===== src/rtl/riscv_core_immpack.sv =====
// Immediate encoder: packs a 64-bit immediate into instr[31:7] for the
// selected format, flags immediates the format cannot represent, and
// delivers words through a two-stage valid/ready pipeline with counters.
module riscv_core_immpack #(
    parameter int unsigned CNT_W = 16
) (
    input  logic             i_immpack_clk,
    input  logic             i_immpack_rst,
    input  logic             i_immpack_flush,
    input  logic             i_immpack_valid,
    output logic             o_immpack_ready,
    input  logic [63:0]      i_immpack_imm,
    input  logic [2:0]       i_immpack_immsrc,
    input  logic [24:0]      i_immpack_base,
    output logic             o_immpack_valid,
    input  logic             i_immpack_ready,
    output logic [24:0]      o_immpack_field,
    output logic             o_immpack_err,
    output logic [CNT_W-1:0] o_immpack_cnt,
    output logic [CNT_W-1:0] o_immpack_errcnt
);

    localparam int unsigned HOLD_W = 32;
    localparam int unsigned FLD_W  = 25;

    typedef enum logic [2:0] {
        SRC_I   = 3'b000,
        SRC_S   = 3'b001,
        SRC_B   = 3'b010,
        SRC_J   = 3'b011,
        SRC_U   = 3'b100,
        SRC_A   = 3'b101,
        SRC_CSR = 3'b110,
        SRC_ILL = 3'b111
    } immsrc_e;

    logic              s1_valid;
    logic [HOLD_W-1:0] s1_imm;
    immsrc_e           s1_src;
    logic [FLD_W-1:0]  s1_base;
    logic              s1_err;

    logic              adv1;
    logic              adv2;
    logic              in_err;
    logic [FLD_W-1:0]  pack_field;

    assign adv2 = !o_immpack_valid || i_immpack_ready;
    assign adv1 = !s1_valid || adv2;
    assign o_immpack_ready = adv1 && !i_immpack_flush && !i_immpack_rst;

    // Range/alignment check on the incoming immediate
    always_comb begin
        in_err = 1'b1;
        case (immsrc_e'(i_immpack_immsrc))
            SRC_I, SRC_S: in_err = !(&i_immpack_imm[63:11] || ~|i_immpack_imm[63:11]);
            SRC_B:   in_err = !((&i_immpack_imm[63:12] || ~|i_immpack_imm[63:12]) && !i_immpack_imm[0]);
            SRC_J:   in_err = !((&i_immpack_imm[63:20] || ~|i_immpack_imm[63:20]) && !i_immpack_imm[0]);
            SRC_U:   in_err = !((&i_immpack_imm[63:31] || ~|i_immpack_imm[63:31]) && ~|i_immpack_imm[11:0]);
            SRC_A:   in_err = |i_immpack_imm;
            SRC_CSR: in_err = |i_immpack_imm[63:5];
            default: in_err = 1'b1;
        endcase
    end

    // Scatter the stage-1 immediate into the instruction field; errors keep base
    always_comb begin
        pack_field = s1_base;
        if (!s1_err) begin
            case (s1_src)
                SRC_I: pack_field[24:13] = s1_imm[11:0];
                SRC_S: begin
                    pack_field[24:18] = s1_imm[11:5];
                    pack_field[4:0]   = s1_imm[4:0];
                end
                SRC_B: begin
                    pack_field[24]    = s1_imm[12];
                    pack_field[23:18] = s1_imm[10:5];
                    pack_field[4:1]   = s1_imm[4:1];
                    pack_field[0]     = s1_imm[11];
                end
                SRC_J: begin
                    pack_field[24]    = s1_imm[20];
                    pack_field[23:14] = s1_imm[10:1];
                    pack_field[13]    = s1_imm[11];
                    pack_field[12:5]  = s1_imm[19:12];
                end
                SRC_U:   pack_field[24:5] = s1_imm[31:12];
                SRC_CSR: pack_field[12:8] = s1_imm[4:0];
                default: pack_field = s1_base;
            endcase
        end
    end

    // Stage 1: capture the accepted word and its legality
    always_ff @(posedge i_immpack_clk or posedge i_immpack_rst) begin
        if (i_immpack_rst) begin
            s1_valid <= 1'b0;
            s1_imm   <= '0;
            s1_src   <= SRC_I;
            s1_base  <= '0;
            s1_err   <= 1'b0;
        end else if (i_immpack_flush) begin
            s1_valid <= 1'b0;
        end else if (adv1) begin
            s1_valid <= i_immpack_valid;
            if (i_immpack_valid) begin
                s1_imm  <= i_immpack_imm[HOLD_W-1:0];
                s1_src  <= immsrc_e'(i_immpack_immsrc);
                s1_base <= i_immpack_base;
                s1_err  <= in_err;
            end
        end
    end

    // Stage 2: registered output word, held while downstream stalls
    always_ff @(posedge i_immpack_clk or posedge i_immpack_rst) begin
        if (i_immpack_rst) begin
            o_immpack_valid <= 1'b0;
            o_immpack_field <= '0;
            o_immpack_err   <= 1'b0;
        end else if (i_immpack_flush) begin
            o_immpack_valid <= 1'b0;
        end else if (adv2) begin
            o_immpack_valid <= s1_valid;
            if (s1_valid) begin
                o_immpack_field <= pack_field;
                o_immpack_err   <= s1_err;
            end
        end
    end

    // Delivered-word counter (wraps) and error counter (saturates)
    always_ff @(posedge i_immpack_clk or posedge i_immpack_rst) begin
        if (i_immpack_rst) begin
            o_immpack_cnt    <= '0;
            o_immpack_errcnt <= '0;
        end else if (o_immpack_valid && i_immpack_ready) begin
            o_immpack_cnt <= o_immpack_cnt + CNT_W'(1);
            if (o_immpack_err && (o_immpack_errcnt != {CNT_W{1'b1}})) begin
                o_immpack_errcnt <= o_immpack_errcnt + CNT_W'(1);
            end
        end
    end

endmodule


===== config.mk =====
export PLATFORM = sky130hd
export DESIGN_NAME = riscv_core_immpack
export DESIGN_NICKNAME = d
export VERILOG_FILES = /design/src/rtl/riscv_core_immpack.sv
export SDC_FILE = /design/constraint.sdc
export NUM_CORES = 1
export LEC_CHECK = 0
export ABC_CLOCK_PERIOD_IN_PS = 3200
export BUFFER_PORTS_ARGS = -buffer_cell sky130_fd_sc_hd__buf_2
export CORE_AREA = 5 5 116 118
export CTS_CLUSTER_SIZE = 10
export DETAILED_ROUTE_END_ITERATION = 8
export DIE_AREA = 0 0 121 123
export PLACE_DENSITY = 0.76
export SLEW_MARGIN = 20
export SYNTH_ARGS = -nofsm -noshare
export SYNTH_HDL_FRONTEND = slang
export SYNTH_SLANG_ARGS = --single-unit

===== constraint.sdc =====
create_clock -name i_immpack_clk -period 3.2 [get_ports i_immpack_clk]
set_input_delay 0.16 -clock i_immpack_clk [delete_from_list [all_inputs] [get_ports i_immpack_clk]]
set_output_delay 0.16 -clock i_immpack_clk [all_outputs]
set_load 0.05 [all_outputs]

==> metrics.cfg, run 1 <==
[worst_setup_path]
critPathSlowestCell=nor4bb_1
crit_path_max_incr_delay_ns=0.86
rr_startpoint=s1_err
rr_endpoint=o_immpack_field[10]
required_ns=3.44
cp-end-kind=flop
critPathLaunchType=flop
worstPathArrival_ns=2.36
cp_cell_sequence=nor4bb_1 > nor2_1 > a21oi_1 > o21ai_0
r2r_cells=4
r2r_slack_ns=1.08
path_max_fanout=16
crit_type=reg2reg

[timing]
fin_skew_ns=0.0175
hold_ws_ns=-0.0154
setup_viol=0
finalHoldViolCount=35
timing.fmax_mhz=472
tightest_slew_ns=0.913
post-route-period-util=0.663
maxSlewHeadroom=0.383
slew_violations=0
finalSetupTns_ns=0
rsz0062_at_grt=false
min_period_ns=2.12

[yosys]
yosysMostFrequentCell=dfrtp_1
synth.largest_area_cell=dfrtp_1
syn-num-nets=622
synthFlopType=dfrtp_1
yosys.area.top_type_share=0.527
ys_warn_count=0
avgSynthCellArea_um2=11.0
synthCells=523
synth_edf_count=0
ys_types=51
ys_ff_latch=121
synth_common_cells=dfrtp_1 (121), mux2_2 (61), nand2_1 (59)
seq_area_frac_synth=0.527
synthArstFlopShare=1.00
yosys-top-cells-area=dfrtp_1 (53%), mux2_2 (12%), nand2_1 (3.9%)
netlist_area_um2=5750

[grt]
grt_pass1_vias=5068
grt_pass1_wl_um=24200
grt_antenna_before_repair=0
grt_max_degree=122
grt_use_total=0.206
grt-ovfl-total=0

[outcome]
violations=negative hold slack
outcome=finished, violations left

[floorplan]
die_area_um2=14900
design.core.area_um2=12400
die_w_um=121
start_util=0.465
rows=41
die_h_um=123
io_pins=157

[place]
gp_congestion=0.848
io_buffers=156
dpl.hpwl_um=10900

[power]
p_int_w=0.00327
sw_frac_of_total=0.339
p_seq_frac=0.404
p_clk_frac=0.348
pwr_density_cell_nw_per_um2=654
ir_drop_mv=0.402
netSwitchingPower_w=0.00168
total_power_w=0.00495
combPwrFrac=0.248
power_leakage_nw=3.50

[final_layout]
area_growth_pct=31.7
drive_gt1_frac=0.362
layout.nets=810
num_antenna_cells=0
final.fill_count=1033

[clock_network]
cts_made_buffers=17
tritoncts=built
clk_transition_reported_paths_ns=0.05
clock_latency_ns=0.41
cts_root_buffer=clkbuf_16
htree_levels=4
clock_path_buffers=2
numClockSinks=121
ctsResizeCount=0

[drt]
firstDrtPassIters=5
ant_nets=0
drc=0
drt_iter0_drc=333
wl_per_cell_um=16.8
via_per_inst=5.44
wirelength_um=15000
vias=4870

[job]
drv_cap=0

[hold_path]
hold_path_class=in2async

-- worst max path at each step --
stage | cells past startpoint | end | start
after floorplan | 2 | o_immpack_ready | i_immpack_rst
after global placement | 6 | o_immpack_field[11] | s1_src[1]
after detailed placement | 6 | o_immpack_field[8] | s1_src[1]
after CTS | 4 | o_immpack_field[10] | s1_err
after global routing | 4 | o_immpack_field[10] | s1_err
final | 4 | o_immpack_field[10] | s1_err
-- power groups by stage --
stage	clock network (W)	logic, W	registers (W)
6_report	0.00172	0.00123	0.00200
5_1_grt	0.00182	0.00132	0.00203
4_1_cts	0.00175	0.00123	0.00200
3_5_place_dp	0	0.00120	0.00202
3_3_place_gp	0	0.00117	0.00200
2_1_floorplan	0	0.000441	0.00240
-- final cells by class --
class	count	area, µm²	share of cell area
Sequential cell	121	3030	0.400
Multi-Input combinational cell	375	2600	0.344
Timing Repair Buffer	192	1160	0.153
Clock buffer	24	502	0.0663
Tap cell	172	215	0.0284
Clock inverter	7	42.5	0.00562
Inverter	4	18.8	0.00248
-- critical path: cells and delay by family (launching register included) --
family / cells / cell delay [ns]
simple gates: 2 / 1.08
flops: 1 / 0.57
compound gates: 2 / 0.31
-- state kept, by name (all words and copies together) (netlist names) --
signal / cells
s1_imm: 32
o_immpack_field: 25
s1_base: 25
o_immpack_cnt: 16
o_immpack_errcnt: 16
s1_src: 3
o_immpack_err: 1
o_immpack_valid: 1
s1_err: 1
s1_valid: 1
-- layout by cell type, fill, tap and decap left out, types with 3 or more instances in the layout --
cell and instances:
o21ai_0 35, nor2b_1 4, nand3_1 14, mux2_2 61, inv_1 3, xnor2_1 21
xor2_1 10, clkbuf_16 17, and2_1 3, a31oi_1 3, nor2_1 26, clkinv_2 4
nand2_1 58, dlygate4sd3_1 33, o211ai_1 6, nor3_1 10, mux2i_1 12, nor4_1 16
buf_2 156, nand4_1 27, a21oi_1 19, a22o_1 13, clkinvlp_4 4, dfrtp_1 121
clkbuf_8 5
-- layer usage --
metal | share of wire | GRT usage | wire length [µm] | up-vias
met5 | 0 | 0 | 0 | -
met4 | 0.012 | 0.0673 | 178 | 0
met3 | 0.072 | 0.0567 | 1080 | 21
met2 | 0.49 | 0.355 | 7430 | 203
met1 | 0.42 | 0.251 | 6350 | 2353
li1 | - | - | - | 2293
-- per-stage QoR --
stage	hold slack [ns]	instances	instance area, µm²	util	setup WS [ns]
floorplan	0.226	523	5750	-	0.533
global placement	0.352	831	6690	0.541	1.25
detailed placement	0.364	831	6690	0.541	1.16
CTS	0.00229	895	7570	0.612	1.09
global route	0.00655	895	7570	0.612	0.938
finish	-0.0154	895	7570	0.612	1.08
-- kinds of logic after synthesis --
group	count (synthesis)	synth area share
buffers and inverters	27	0.0209
adder cells (fa/ha/maj)	2	0.00435
AO/OA/AOI/OAI	90	0.0980
flip-flops	121	0.527
AND/OR/NAND/NOR	179	0.162
multiplexers	73	0.140
XOR/XNOR	31	0.0472
-- repair_timing --
| item | CTS | global route |
|---|---|---|
| setup endpoints to repair | 0 | 0 |
| setup buffers | 0 | 0 |
| hold buffers | 33 | 0 |
| endpoints found under the hold margin | 34 | 0 |
No activity file was read; power rests on OpenSTA's default activity.
==> run 2, diff against run 1 <==
--- a/config.mk
+++ b/config.mk
@@ -5,13 +5,13 @@
 export SDC_FILE = /design/constraint.sdc
 export NUM_CORES = 1
 export LEC_CHECK = 0
-export ABC_CLOCK_PERIOD_IN_PS = 3200
+export ABC_CLOCK_PERIOD_IN_PS = 2000
 export BUFFER_PORTS_ARGS = -buffer_cell sky130_fd_sc_hd__buf_2
-export CORE_AREA = 5 5 116 118
+export CORE_AREA = 5 5 111 113
 export CTS_CLUSTER_SIZE = 10
 export DETAILED_ROUTE_END_ITERATION = 8
-export DIE_AREA = 0 0 121 123
-export PLACE_DENSITY = 0.76
+export DIE_AREA = 0 0 116 118
+export PLACE_DENSITY = 0.79
 export SLEW_MARGIN = 20
 export SYNTH_ARGS = -nofsm -noshare
 export SYNTH_HDL_FRONTEND = slang
==> constraint.sdc (replaced) <==
create_clock -name i_immpack_clk -period 2 [get_ports i_immpack_clk]
set_input_delay 0.1 -clock i_immpack_clk [delete_from_list [all_inputs] [get_ports i_immpack_clk]]
set_output_delay 0.1 -clock i_immpack_clk [all_outputs]
set_load 0.05 [all_outputs]
==> run 2 against run 1 <==
Effect of this change: the run now ends clean; first-iteration DRC count rose by 43%; sequential power rose by 60%; worst setup slack got worse by 1.0 ns; worst hold slack improved by 0.059 ns; power rose by 72%; sequential cell count did not move; combinational power rose by 67%; sequential share of layout area fell by 2.2 points; final area rose by 5.8%; die area fell by 8.0%; highest routed layer unchanged.
==> metrics.cfg, run 2 (synthesis gave the netlist of run 1 again) <==
[outcome]
outcome=finished, final reports clean  ; was finished, violations left

[floorplan]
die_h_um=118  ; was 123 µm
io_pins=157  ; unchanged
rows=39  ; was 41
start_util=0.512  ; was 0.465
die_area_um2=13700  ; was 14900 µm²
die_w_um=116  ; was 121 µm
design.core.area_um2=11200  ; was 12400 µm²

[worst_setup_path]
cp_cell_sequence=dlygate4sd3_1 > buf_2 > nand4_1 > nor3_1 > a41oi_1 > nand3_1 > nor4bb_1 > a31oi_1  ; was nor4bb_1 > nor2_1 > a21oi_1 > o21ai_0
required_ns=2.26  ; was 3.44 ns
critPathSlowestCell=dlygate4sd3_1  ; was nor4bb_1
rr_endpoint=o_immpack_errcnt[12]  ; was o_immpack_field[10]
path_max_fanout=3  ; was 16
cpLargestDelayFamily=simple AND/OR/NAND/NOR gates  ; unchanged
startpoint=i_immpack_imm[24]  ; was s1_err
critPathLaunchType=input port  ; was flop
crit_type=in2reg  ; was reg2reg
r2r_cells=6  ; was 4
crit_path_max_incr_delay_ns=0.58  ; was 0.86 ns
critPathBufInv=2  ; was 0
worstPathArrival_ns=2.20  ; was 2.36 ns
rr_startpoint=o_immpack_errcnt[4]  ; was s1_err
r2r_slack_ns=0.14  ; was 1.08 ns
cp-end-kind=flop  ; unchanged

[final_layout]
drive_gt1_frac=0.364  ; was 0.362
layout.nets=849  ; was 810
layout_commonest_cell=buf_2  ; unchanged
fin_area_um2=8010  ; was 7570 µm²
area_growth_pct=39.3  ; was 31.7%
layout.cells.non_filler=906  ; was 895
final_cell_mix=buf_2 (156), dfrtp_1 (120), mux2_2 (61), dlygate4sd3_1 (60), nand2_1 (58)  ; was buf_2 (156), dfrtp_1 (121), mux2_2 (61), nand2_1 (58), o21ai_0 (35)
largest_reg_flops=32  ; unchanged
largest_register=s1_imm  ; unchanged
top_regs=s1_imm (32), o_immpack_field (25), s1_base (25)  ; unchanged
final.fill_count=775  ; was 1033

[power]
p_seq_frac=0.374  ; was 0.404
combPwrFrac=0.242  ; was 0.248
netSwitchingPower_w=0.00271  ; was 0.00168 W
p_clk_frac=0.384  ; was 0.348
power_leakage_nw=3.72  ; was 3.50 nW
pwr_density_cell_nw_per_um2=1070  ; was 654 nW/µm²
sw_frac_of_total=0.317  ; was 0.339
ir_drop_mv=0.759  ; was 0.402 mV
p_int_w=0.00582  ; was 0.00327 W

[hold_path]
hold_path_class=in2reg  ; was in2async
min_from=i_immpack_ready
min_to=o_immpack_valid
holdPathStages=4

[clock_network]
clk_transition_reported_paths_ns=0.05  ; about the same
htree_levels=4  ; unchanged
tritoncts=built  ; unchanged
clock_latency_ns=0.40  ; was 0.41 ns
clock_path_buffers=2  ; unchanged
numClockSinks=121  ; unchanged
cts_made_buffers=17  ; unchanged
cts_root_buffer=clkbuf_16  ; unchanged

[drt]
firstDrtPassIters=4  ; was 5
wl_per_cell_um=17.6  ; was 16.8 µm
wirelength_um=16000  ; was 15000 µm
via_per_inst=5.58  ; was 5.44
vias=5054  ; was 4870
drc=0  ; unchanged
ant_nets=0  ; unchanged
drt_iter0_drc=476  ; was 333

[place]
postPlaceCellArea_um2=6740  ; was 6690 µm²
dpl.cell_count=813  ; was 831
io_buffers=156  ; unchanged
dpl.hpwl_um=10900  ; about the same
gp_congestion=0.887  ; was 0.848

[job]
drv_cap=0  ; unchanged

[timing]
post-route-period-util=0.968
fin_skew_ns=0.00574  ; was 0.0175 ns
rsz0062_at_grt=false  ; unchanged
timing.fmax_mhz=517
setup_viol=0  ; unchanged
maxSlewHeadroom=0.574  ; was 0.383
slew_violations=0  ; unchanged
min_period_ns=1.94
tightest_slew_ns=0.638  ; was 0.913 ns
finalHoldViolCount=0  ; was 35

[grt]
grt_use_total=0.235  ; was 0.206
grt_pass1_vias=5235  ; was 5068
grt_max_degree=122  ; unchanged
grt_antenna_before_repair=1  ; was 0
grt_pass1_wl_um=25800  ; was 24200 µm
grt-ovfl-total=0  ; unchanged

-- run 2: repair_timing --
action,CTS,global route
setup endpoints to repair,0,4
resized for setup,0,5
endpoints found under the hold margin,180,0
setup buffers,0,1
hold buffers,60,0
-- run 2: worst max path at each step --
stage | to | cells after the start | slack [ns]
global placement | o_immpack_errcnt[14] | 6 | 0.20
finish | s1_err | 8 | 0.06
floorplan | o_immpack_ready | 2 | -0.55
detailed placement | o_immpack_errcnt[14] | 6 | 0.13
global route | s1_err | 8 | 0.02
CTS | s1_err | 8 | 0.05
-- run 2: tightest hold or removal path: cells and delay by family --
family                 cells  cell delay, ns
and+or+nand+nor            3            0.20
buffers and inverters      1            0.10
-- run 2: metrics by stage --
stage	worst slack, ns	setup TNS (ns)	util	hold slack [ns]	power (W)
6_report	0.0644	0	0.713	0.0434	0.00853
2_1_floorplan	-0.547	-1.44	-	0.166	0.00454
5_1_grt	0.0189	0	0.713	0.0694	0.00887
4_1_cts	0.0539	0	0.711	0.0129	0.00856
3_5_place_dp	0.129	0	0.600	0.297	0.00516
3_3_place_gp	0.203	0	0.600	0.292	0.00510
-- run 2: routing by layer --
layer,track usage,part of all wire
met5,0,0
met4,0.103,0.027
met3,0.0514,0.065
met2,0.380,0.49
met1,0.302,0.42
-- run 2: layout make-up --
class,count,area (µm²),share of cell area
Sequential cell,121,3030,0.378
Clock buffer,23,468,0.0584
Tap cell,143,179,0.0223
Timing Repair Buffer,231,1520,0.190
Multi-Input combinational cell,375,2620,0.328
Inverter,4,18.8,0.00234
Clock inverter,8,168,0.0209
Antenna cell,1,2.50,0.000313
-- run 2: power groups by stage --
stage	clock network (W)	logic, W	registers, W
detailed placement	0	0.00195	0.00321
global placement	0	0.00191	0.00319
floorplan	0	0.000705	0.00384
global route	0.00342	0.00222	0.00323
finish	0.00328	0.00206	0.00319
CTS	0.00333	0.00206	0.00318
==> run 3, diff against run 2 <==
--- a/config.mk
+++ b/config.mk
@@ -5,13 +5,16 @@
 export SDC_FILE = /design/constraint.sdc
 export NUM_CORES = 1
 export LEC_CHECK = 0
+export ABC_AREA = 0
 export ABC_CLOCK_PERIOD_IN_PS = 2000
 export BUFFER_PORTS_ARGS = -buffer_cell sky130_fd_sc_hd__buf_2
-export CORE_AREA = 5 5 111 113
+export CELL_PAD_IN_SITES_DETAIL_PLACEMENT = 1
+export CELL_PAD_IN_SITES_GLOBAL_PLACEMENT = 1
+export CORE_AREA = 5 5 125 127
 export CTS_CLUSTER_SIZE = 10
 export DETAILED_ROUTE_END_ITERATION = 8
-export DIE_AREA = 0 0 116 118
-export PLACE_DENSITY = 0.79
+export DIE_AREA = 0 0 130 132
+export PLACE_DENSITY_LB_ADDON = 0.1
 export SLEW_MARGIN = 20
 export SYNTH_ARGS = -nofsm -noshare
 export SYNTH_HDL_FRONTEND = slang
==> run 3 against run 2 <==
Effect of this change: count of clock-buffer cells in the layout up 1; power decreased by 0.47%; sequential share of layout area shrank 0.21 points.
==> metrics.cfg, run 3 (synthesis gave the netlist of run 1 again) <==
[drt]
vias=5027  ; was 5054
wl_met1_um=7370  ; was 6670 µm
via_per_inst=5.32  ; was 5.58
wirelength_um=17400  ; was 16000 µm
dr.max_layer_used=met4  ; unchanged
drt_iter0_drc=140  ; was 476
met3RoutedLength_um=800  ; was 1040 µm
ant_nets=0  ; unchanged
met2_length_um=8960  ; was 7850 µm
firstDrtPassIters=4  ; unchanged
drc=0  ; unchanged
wl_per_cell_um=18.4  ; was 17.6 µm

[power]
p_seq_frac=0.374  ; about the same
p_int_w=0.00574  ; was 0.00582 W
ir_drop_mv=0.651  ; was 0.759 mV
p_clk_frac=0.379  ; was 0.384
total_power_w=0.00849  ; was 0.00853 W
pwr_density_cell_nw_per_um2=1060  ; was 1070 nW/µm²
netSwitchingPower_w=0.00275  ; was 0.00271 W
power_leakage_nw=3.71  ; was 3.72 nW
sw_frac_of_total=0.324  ; was 0.317
combPwrFrac=0.247  ; was 0.242

[place]
io_buffers=156  ; unchanged
gp_congestion=0.838  ; was 0.887
dp_slack_ns=0.113  ; was 0.129 ns
dpl.hpwl_um=12400  ; was 10900 µm

[floorplan]
die_w_um=130  ; was 116 µm
die_h_um=132  ; was 118 µm
design.core.area_um2=14300  ; was 11200 µm²
start_util=0.402  ; was 0.512
io_pins=157  ; unchanged
rows=44  ; was 39
die_area_um2=17200  ; was 13700 µm²

[timing]
rsz0062_at_grt=false  ; unchanged
post-route-period-util=0.936  ; was 0.968
finalSetupTns_ns=0  ; unchanged
min_period_ns=1.87  ; was 1.94 ns
fin_skew_ns=0.00649  ; was 0.00574 ns
timing.fmax_mhz=534  ; was 517 MHz
maxSlewHeadroom=0.634  ; was 0.574
tightest_slew_ns=0.549  ; was 0.638 ns
finalHoldViolCount=0  ; unchanged
setup_slack_ns=0.128  ; was 0.0644 ns
setup_viol=0  ; unchanged
slew_violations=0  ; unchanged

[clock_network]
tritoncts=built  ; unchanged
cts_root_buffer=clkbuf_16  ; unchanged
clk_transition_reported_paths_ns=0.05  ; about the same
htree_levels=4  ; unchanged
clock_path_buffers=2  ; unchanged
numClockSinks=121  ; unchanged
cts_made_buffers=17  ; unchanged
clock_latency_ns=0.40  ; about the same

[worst_setup_path]
critPathLaunchType=input port  ; unchanged
worstPathArrival_ns=2.14  ; was 2.20 ns
cp-end-kind=flop  ; unchanged
path_max_fanout=2  ; was 3
r2r_slack_ns=0.15  ; was 0.14 ns
required_ns=2.27  ; was 2.26 ns
crit_type=in2reg  ; unchanged

[grt]
grt_max_degree=104  ; was 122
grt_use_total=0.206  ; was 0.235
grt-ovfl-total=0  ; unchanged
grt_pass1_vias=5440  ; was 5235
grt_pass1_wl_um=28200  ; was 25800 µm
grt_antenna_before_repair=1  ; unchanged

[final_layout]
layout_commonest_cell=buf_2  ; unchanged
area_growth_pct=40.0  ; was 39.3%
drive_gt1_frac=0.362  ; was 0.364
utilization=0.562  ; was 0.713
largest_register=s1_imm  ; unchanged
largest_reg_flops=32  ; unchanged
final.fill_count=1602  ; was 775
layout.nets=847  ; was 849
final_cell_mix=buf_2 (156), dfrtp_1 (121), mux2_2 (61), dlygate4sd3_1 (59), nand2_1 (58)  ; was buf_2 (156), dfrtp_1 (120), mux2_2 (61), dlygate4sd3_1 (60), nand2_1 (58)
top_regs=s1_imm (32), o_immpack_field (25), s1_base (25)  ; unchanged

[job]
drv_cap=0  ; unchanged

[hold_path]
hold_path_class=in2reg  ; unchanged

[outcome]
outcome=finished, final reports clean  ; unchanged

run 3: repair_timing:
action	4_1_cts	5_1_grt
setup endpoints to repair	0	3
setup buffers	0	0
gates resized for setup	0	5
hold buffers	59	0
endpoints found under the hold margin	76	0
run 3: path summary, 6_finish.rpt:
path / startpoint / cells past startpoint / endpoint
max: i_immpack_imm[8] / 8 / s1_err
min: i_immpack_imm[11] / 2 / s1_imm[11]
max reg2reg: o_immpack_errcnt[5] / 6 / o_immpack_errcnt[12]
min reg2reg: o_immpack_cnt[15] / 1 / o_immpack_cnt[15]
max in group asynchronous: i_immpack_rst / 4 / s1_err
min in group asynchronous: i_immpack_rst / 3 / s1_valid
run 3: critical path, cell delays in order:
cell	delay, ns
dlygate4sd3_1	0.53
buf_2	0.13
nor4_2	0.33
nand4b_1	0.20
o41ai_2	0.44
o211ai_1	0.13
a2bb2oi_1	0.18
a31oi_1	0.11
run 3: routing by layer:
metal,up-vias,global-route usage
li1,2370,-
met1,2506,0.254
met2,133,0.362
met3,18,0.0409
met4,0,0.0635
met5,-,0
run 3: area by class of cell:
| class | instances | area, µm² | share of cell area |
|---|---|---|---|
| Timing Repair Buffer | 229 | 1510 | 0.188 |
| Inverter | 4 | 18.8 | 0.00233 |
| Antenna cell | 1 | 2.50 | 0.000311 |
| Clock inverter | 7 | 140 | 0.0174 |
| Multi-Input combinational cell | 375 | 2630 | 0.327 |
| Sequential cell | 121 | 3030 | 0.376 |
| Clock buffer | 24 | 482 | 0.0599 |
| Tap cell | 184 | 230 | 0.0286 |
run 3: per-stage QoR:
step | cells | area [µm²] | hold slack (ns)
floorplan | 523 | 5750 | 0.166
global placement | 854 | 6800 | 0.158
detailed placement | 854 | 6800 | 0.170
CTS | 944 | 8020 | 0.00111
global route | 945 | 8050 | 0.0434
finish | 945 | 8050 | 0.0432
run 3: power by group through the flow:
stage	clock network, W	registers (W)	logic, W
after floorplan	0	0.00384	0.000705
after global placement	0	0.00318	0.00195
after detailed placement	0	0.00321	0.00200
after CTS	0.00328	0.00317	0.00210
after global routing	0.00338	0.00323	0.00225
final	0.00322	0.00318	0.00210
